$ cat config.mk
export PLATFORM = sky130hd
export DESIGN_NAME = nes_pad_responder
export DESIGN_NICKNAME = d
export VERILOG_FILES = /design/src/rtl/nes_pad_responder.sv
export SDC_FILE = /design/constraint.sdc
export NUM_CORES = 1
export LEC_CHECK = 0
export ABC_AREA = 1
export CAP_MARGIN = 5
export CORE_MARGIN = 10
export CORE_UTILIZATION = 38
export DETAILED_ROUTE_END_ITERATION = 8
export HOLD_SLACK_MARGIN = 0.05
export MAX_ROUTING_LAYER = met4
export PLACE_DENSITY = 0.66
export SYNTH_ARGS = -nofsm -noshare
export SYNTH_HDL_FRONTEND = slang
export SYNTH_SLANG_ARGS = --single-unit
$ cat constraint.sdc
create_clock -name clk -period 2.5 [get_ports clk]
set_input_delay 0.5 -clock clk [delete_from_list [all_inputs] [get_ports clk]]
set_output_delay 0.5 -clock clk [all_outputs]
set_load 0.01 [all_outputs]
$ cat src/rtl/nes_pad_responder.sv
// rtl/nes_pad_responder.sv - NES/SNES serial pad endpoint driven by an external latch/clock poller
// Define NES_PAD_SNES_EN for the 16-bit SNES frame; the default build sends the 8-bit NES frame.
module nes_pad_responder #(
  parameter int SYNC_STAGES = 2
) (
  input  logic        clk,
  input  logic        rst_n,
  input  logic [11:0] buttons,
  input  logic        nes_latch,
  input  logic        nes_clk,
  output logic        nes_data,
  output logic        frame_done,
  output logic [7:0]  poll_count
);

`ifdef NES_PAD_SNES_EN
  localparam int NBITS = 16;
  localparam int NBTN  = 12;
`else
  localparam int NBITS = 8;
  localparam int NBTN  = 8;
  logic unused_buttons;
  assign unused_buttons = ^buttons[11:8];
`endif
  localparam logic [3:0] LAST_IDX = 4'(NBITS - 1);

  typedef enum logic [1:0] {IDLE, LOAD, SHIFT, DONE} state_t;

  logic [SYNC_STAGES-1:0] latch_sync;
  logic [SYNC_STAGES-1:0] pclk_sync;
  logic [NBTN-1:0]        btn_sync [SYNC_STAGES];
  logic                   latch_d;
  logic                   pclk_d;

  logic            latch_s;
  logic            latch_fall;
  logic            pclk_rise;
  logic [NBTN-1:0] btn_s;

  assign latch_s    = latch_sync[SYNC_STAGES-1];
  assign latch_fall = ~latch_s & latch_d;
  assign pclk_rise  = pclk_sync[SYNC_STAGES-1] & ~pclk_d;
  assign btn_s      = btn_sync[SYNC_STAGES-1];

  always_ff @(posedge clk or negedge rst_n) begin
    if (!rst_n) begin
      latch_sync <= '0;
      pclk_sync  <= '0;
      latch_d    <= 1'b0;
      pclk_d     <= 1'b0;
      for (int i = 0; i < SYNC_STAGES; i++) btn_sync[i] <= '0;
    end else begin
      latch_sync  <= {latch_sync[SYNC_STAGES-2:0], nes_latch};
      pclk_sync   <= {pclk_sync[SYNC_STAGES-2:0], nes_clk};
      latch_d     <= latch_s;
      pclk_d      <= pclk_sync[SYNC_STAGES-1];
      btn_sync[0] <= buttons[NBTN-1:0];
      for (int i = 1; i < SYNC_STAGES; i++) btn_sync[i] <= btn_sync[i-1];
    end
  end

  // Active-low image; unimplemented positions read as released.
  logic [15:0] load_val;
  always_comb begin
    load_val = '1;
    for (int b = 0; b < NBTN; b++) load_val[b] = ~btn_s[b];
  end

  state_t      state, state_n;
  logic [15:0] sr, sr_n;
  logic [3:0]  bit_idx, idx_n;
  logic        data_n;
  logic        fd_n;

  always_comb begin
    state_n = state;
    sr_n    = sr;
    idx_n   = bit_idx;
    fd_n    = 1'b0;
    data_n  = 1'b1;
    case (state)
      IDLE: begin
        if (latch_s) begin
          state_n = LOAD;
          sr_n    = load_val;
          idx_n   = '0;
        end
      end
      LOAD: begin
        if (latch_fall) begin
          state_n = SHIFT;
          idx_n   = '0;
        end else begin
          sr_n = load_val;
        end
      end
      SHIFT: begin
        // A latch level outranks any clock edge seen in the same cycle.
        if (latch_s) begin
          state_n = LOAD;
          sr_n    = load_val;
          idx_n   = '0;
        end else if (pclk_rise) begin
          sr_n = {1'b0, sr[15:1]};
          if (bit_idx == LAST_IDX) begin
            state_n = DONE;
            fd_n    = 1'b1;
          end else begin
            idx_n = bit_idx + 4'd1;
          end
        end
      end
      DONE: begin
        if (latch_s) begin
          state_n = LOAD;
          sr_n    = load_val;
          idx_n   = '0;
        end
      end
      default: state_n = IDLE;
    endcase
    case (state_n)
      LOAD, SHIFT: data_n = sr_n[0];
      DONE:        data_n = 1'b0;
      default:     data_n = 1'b1;
    endcase
  end

  always_ff @(posedge clk or negedge rst_n) begin
    if (!rst_n) begin
      state      <= IDLE;
      sr         <= '1;
      bit_idx    <= '0;
      nes_data   <= 1'b1;
      frame_done <= 1'b0;
      poll_count <= '0;
    end else begin
      state      <= state_n;
      sr         <= sr_n;
      bit_idx    <= idx_n;
      nes_data   <= data_n;
      frame_done <= fd_n;
      poll_count <= poll_count + {7'd0, fd_n};
    end
  end

endmodule

==> results of run 1 <==
[critical path: stages (launching register included)]
cell,delay [ps]
dfrtp_1,410
inv_1,100
ha_1,260
inv_1,140
nor2_4,240
nand3_1,150
a22oi_1,230
ha_1,280
or2_2,270
nand2_1,70
[synth_stat cells, types with 2 or more instances]
cell      instances
xor2_1            4
ha_1              7
nor2_1           19
o21ai_1          10
a21oi_1          14
a21boi_1          5
xnor2_1           3
dfstp_2          17
o21ai_0           9
inv_2             6
inv_1            16
nand3_1          22
nand2_1          69
clkbuf_1          3
nand2_4           2
buf_2             2
dfrtp_1          37
[layer usage]
metal / part of all wire (%) / track usage, % / vias to the layer above
met4: 1.7 / 4.74 / 0
met2: 49 / 16.4 / 24
met1: 47 / 11.2 / 818
met5: 0 / - / -
met3: 1.9 / 2.15 / 8
li1: - / - / 865
[metrics by stage]
stage	setup slack [ps]	total power, mW
CTS	292	2.84
detailed placement	345	2.26
global route	120	3.08
global placement	344	2.23
floorplan	567	2.05
finish	303	2.81
[power by group through the flow]
stage                     Combinational, mW  Clock, mW  Sequential, mW
after floorplan                       0.829          0            1.22
after global placement                 1.01          0            1.23
after detailed placement               1.03          0            1.23
after CTS                              1.04      0.588            1.22
after global routing                   1.22      0.623            1.24
final                                  1.03      0.565            1.21
[sequential cells by signal (all words and copies together), names as in the netlist]
name,count
bit_idx,4
pclk_d,1
btn_s,8
sr,16
nes_data,1
poll_count,8
frame_done,1
btn_sync,8
latch_d,1
pclk_sync,2
latch_sync,2
state,2
[cell families (layout without fill, tap and decap cells)]
| kind of cell | after synthesis | after routing |
|---|---|---|
| xor gates and xnor gates | 7 | 7 |
| AOI/OAI and AO/OA | 41 | 41 |
| DFF | 54 | 54 |
| buffers and inverters | 28 | 56 |
| and+or+nand+nor | 118 | 118 |
| adders and majority gates | 7 | 7 |
[worst max path at each step]
| stage | endpoint | slack, ps | depth (start not counted) |
|---|---|---|---|
| 2_1_floorplan | nes_data | 570 | 8 |
| 3_3_place_gp | poll_count[4] | 340 | 10 |
| 3_5_place_dp | poll_count[4] | 350 | 10 |
| 4_1_cts | poll_count[4] | 290 | 10 |
| 5_1_grt | nes_data | 120 | 9 |
| 6_report | nes_data | 300 | 9 |
[area by class of cell]
cell class | count | share of cell area, %
clock inverters | 1 | 1.07
multi-input cells | 173 | 32.2
inverters | 22 | 2.95
well taps | 75 | 3.35
clock buffers | 7 | 2.72
repair buffers | 26 | 8.66
flip-flops and latches | 54 | 49.0
==> flow_summary_export.csv, run 1 <==
group,metric,value,unit
logic_synthesis,synth_xor_area_share,2.57,%
pwr,peakVddDrop,0.462,mV
logic_synthesis,synth_compound_area_share,9.85,%
timing,period_share,87.9,%
final_layout,num_antenna_cells,0,
timing,slew-limit-headroom,60.2,%
pwr,power_density,1000,nW/µm²
grt,grt_overflow,0,
final_layout,fin_cells,358,
clock_tree,cts_setup_buffers,0,
logic_synthesis,synthArstFlopShare,100,%
logic_synthesis,ys_seq_area_share,57.5,%
timing,finClkSkew,8.56,ps
logic_synthesis,dominantRegCellSynth,"dfrtp_1",
critical_path,crit_type,"register to register",
floorplan,coreArea,6030,µm²
floorplan,start_util,39.6,%
logic_synthesis,ys_types,27,
critical_path,arrival,2450,ps
critical_path,path_max_fanout,9,
final_layout,layout_common_cells,"nand2_1 (69), dfrtp_1 (37), nand3_1 (22)",
floorplan,chipHeight,99.3,µm
drt,vias_per_cell,4.79,
final_layout,layout_commonest_cell,"nand2_1",
clock_tree,clock_sinks,54,
clock_tree,clock_latency,310,ps
logic_synthesis,synthSimpleGateAreaFrac,21.8,%
logic_synthesis,synth_area_leaders,"dfrtp_1 (39%), dfstp_2 (19%), nand2_1 (11%), nand3_1 (4.6%), ha_1 (3.7%)",
drt,avgRoutedWirePerCell,11.9,µm
critical_path,crit_required,2750,ps
final_layout,multi_input_area,903,µm²
floorplan,dieWidth,99.3,µm
pwr,switching_share,35.3,%
place,dp.cells,350,
logic_synthesis,synth_top_family_by_area,"simple AND/OR/NAND/NOR gates",
drt,routed_wl,4.28,mm
place,place_congestion,0.815,
drt,num_vias,1715,
timing,setup_tns,0,ps
timing,drv_slew,0,
place,place_area,2700,µm²
clock_tree,postCtsHoldBufs,0,
drt,drc,0,
final_layout,utilization,46.5,%
grt,antenna_found_initial,0,
logic_synthesis,yosys_warnings,0,
pwr,p_leak,1.31,nW
logic_synthesis,syn_avg_cell_area,9.36,µm²
critical_path,rrSetupSlack,300,ps
clock_tree,cts_tree,"yes",
timing,whs,159,ps
logic_synthesis,muxShareOfSynthArea,0,%
timing,setup_viol,0,
pwr,p_seq_share,43.3,%
critical_path,worstSetupEndpointType,"register",
place,placement.io_buffers,21,
clock_tree,root_buffer,"clkbuf_8",
final_layout,fin_nets,305,
clock_tree,cts_made_buffers,5,
clock_tree,cts-resized-gates,0,
timing,fin_crit,2200,ps
timing,hold_viol_final,0,
drt,drt_iter0_drc,90,
clock_tree,cts_htree_levels,2,
grt,grt_max_degree,28,
critical_path,r2r-start,"state[0]",
floorplan,row_count,28,
pwr,p_sw,0.991,mW
grt,grt_pass1_vias,1785,
final_layout,design_area,2800,µm²
final_layout,area_delta_synth_final,17.3,%
logic_synthesis,synth-edff-count,0,
floorplan,dieArea,9850,µm²
logic_synthesis,syn_inst,255,
critical_path,startpoint_type,"register",
logic_synthesis,synth_fa_ha_area_share,3.67,%
hold_path,hold_path_class,"primary input to async pin",
grt,grt_util_all_layers,9.94,%
clock_tree,clk_pin_slew_worst_paths,100,ps
pwr,p_int,1.82,mW
final_layout,drive_above_1_share,15.2,%
logic_synthesis,synthesis.nets,278,
pwr,clkPwrFrac,20.1,%
pwr,pwr-share-comb,36.6,%
job,cap_violations,0,
logic_synthesis,mappedNetlistArea,2390,µm²
grt,grt_pass1_wl,7.94,mm
drt,dr.pass1.iters,4,
floorplan,io_pins,26,
critical_path,r2r-end,"nes_data",
timing,rsz0062_at_grt,"false",
place,dp_hpwl,3.00,mm
drt,drtAntennaViolNets,0,
final_layout,n_fill_cell,582,
logic_synthesis,ys_ff_latch,54,
clock_tree,cts.path.max_buffers,2,
logic_synthesis,yosysTopAreaCellShare,38.8,%
run_status,status,"finished, final reports clean",
critical_path,reg2regPathDepth,9,
logic_synthesis,synth_largest_area_cell,"dfrtp_1",
timing,worstMarginPinSlew,597,ps
critical_path,crit_start,"state[0]",
timing,fmax,455,MHz
final_layout,seq_area,1370,µm²
Power figures use the tool's default switching activity.
==> inputs of run 2 (changes only) <==
- GPL_ROUTABILITY_DRIVEN: not set -> 0
- TNS_END_PERCENT: not set -> 1
==> results of run 2 <==
Same layout as run 1: the final DEF is identical, and so are final timing and power.
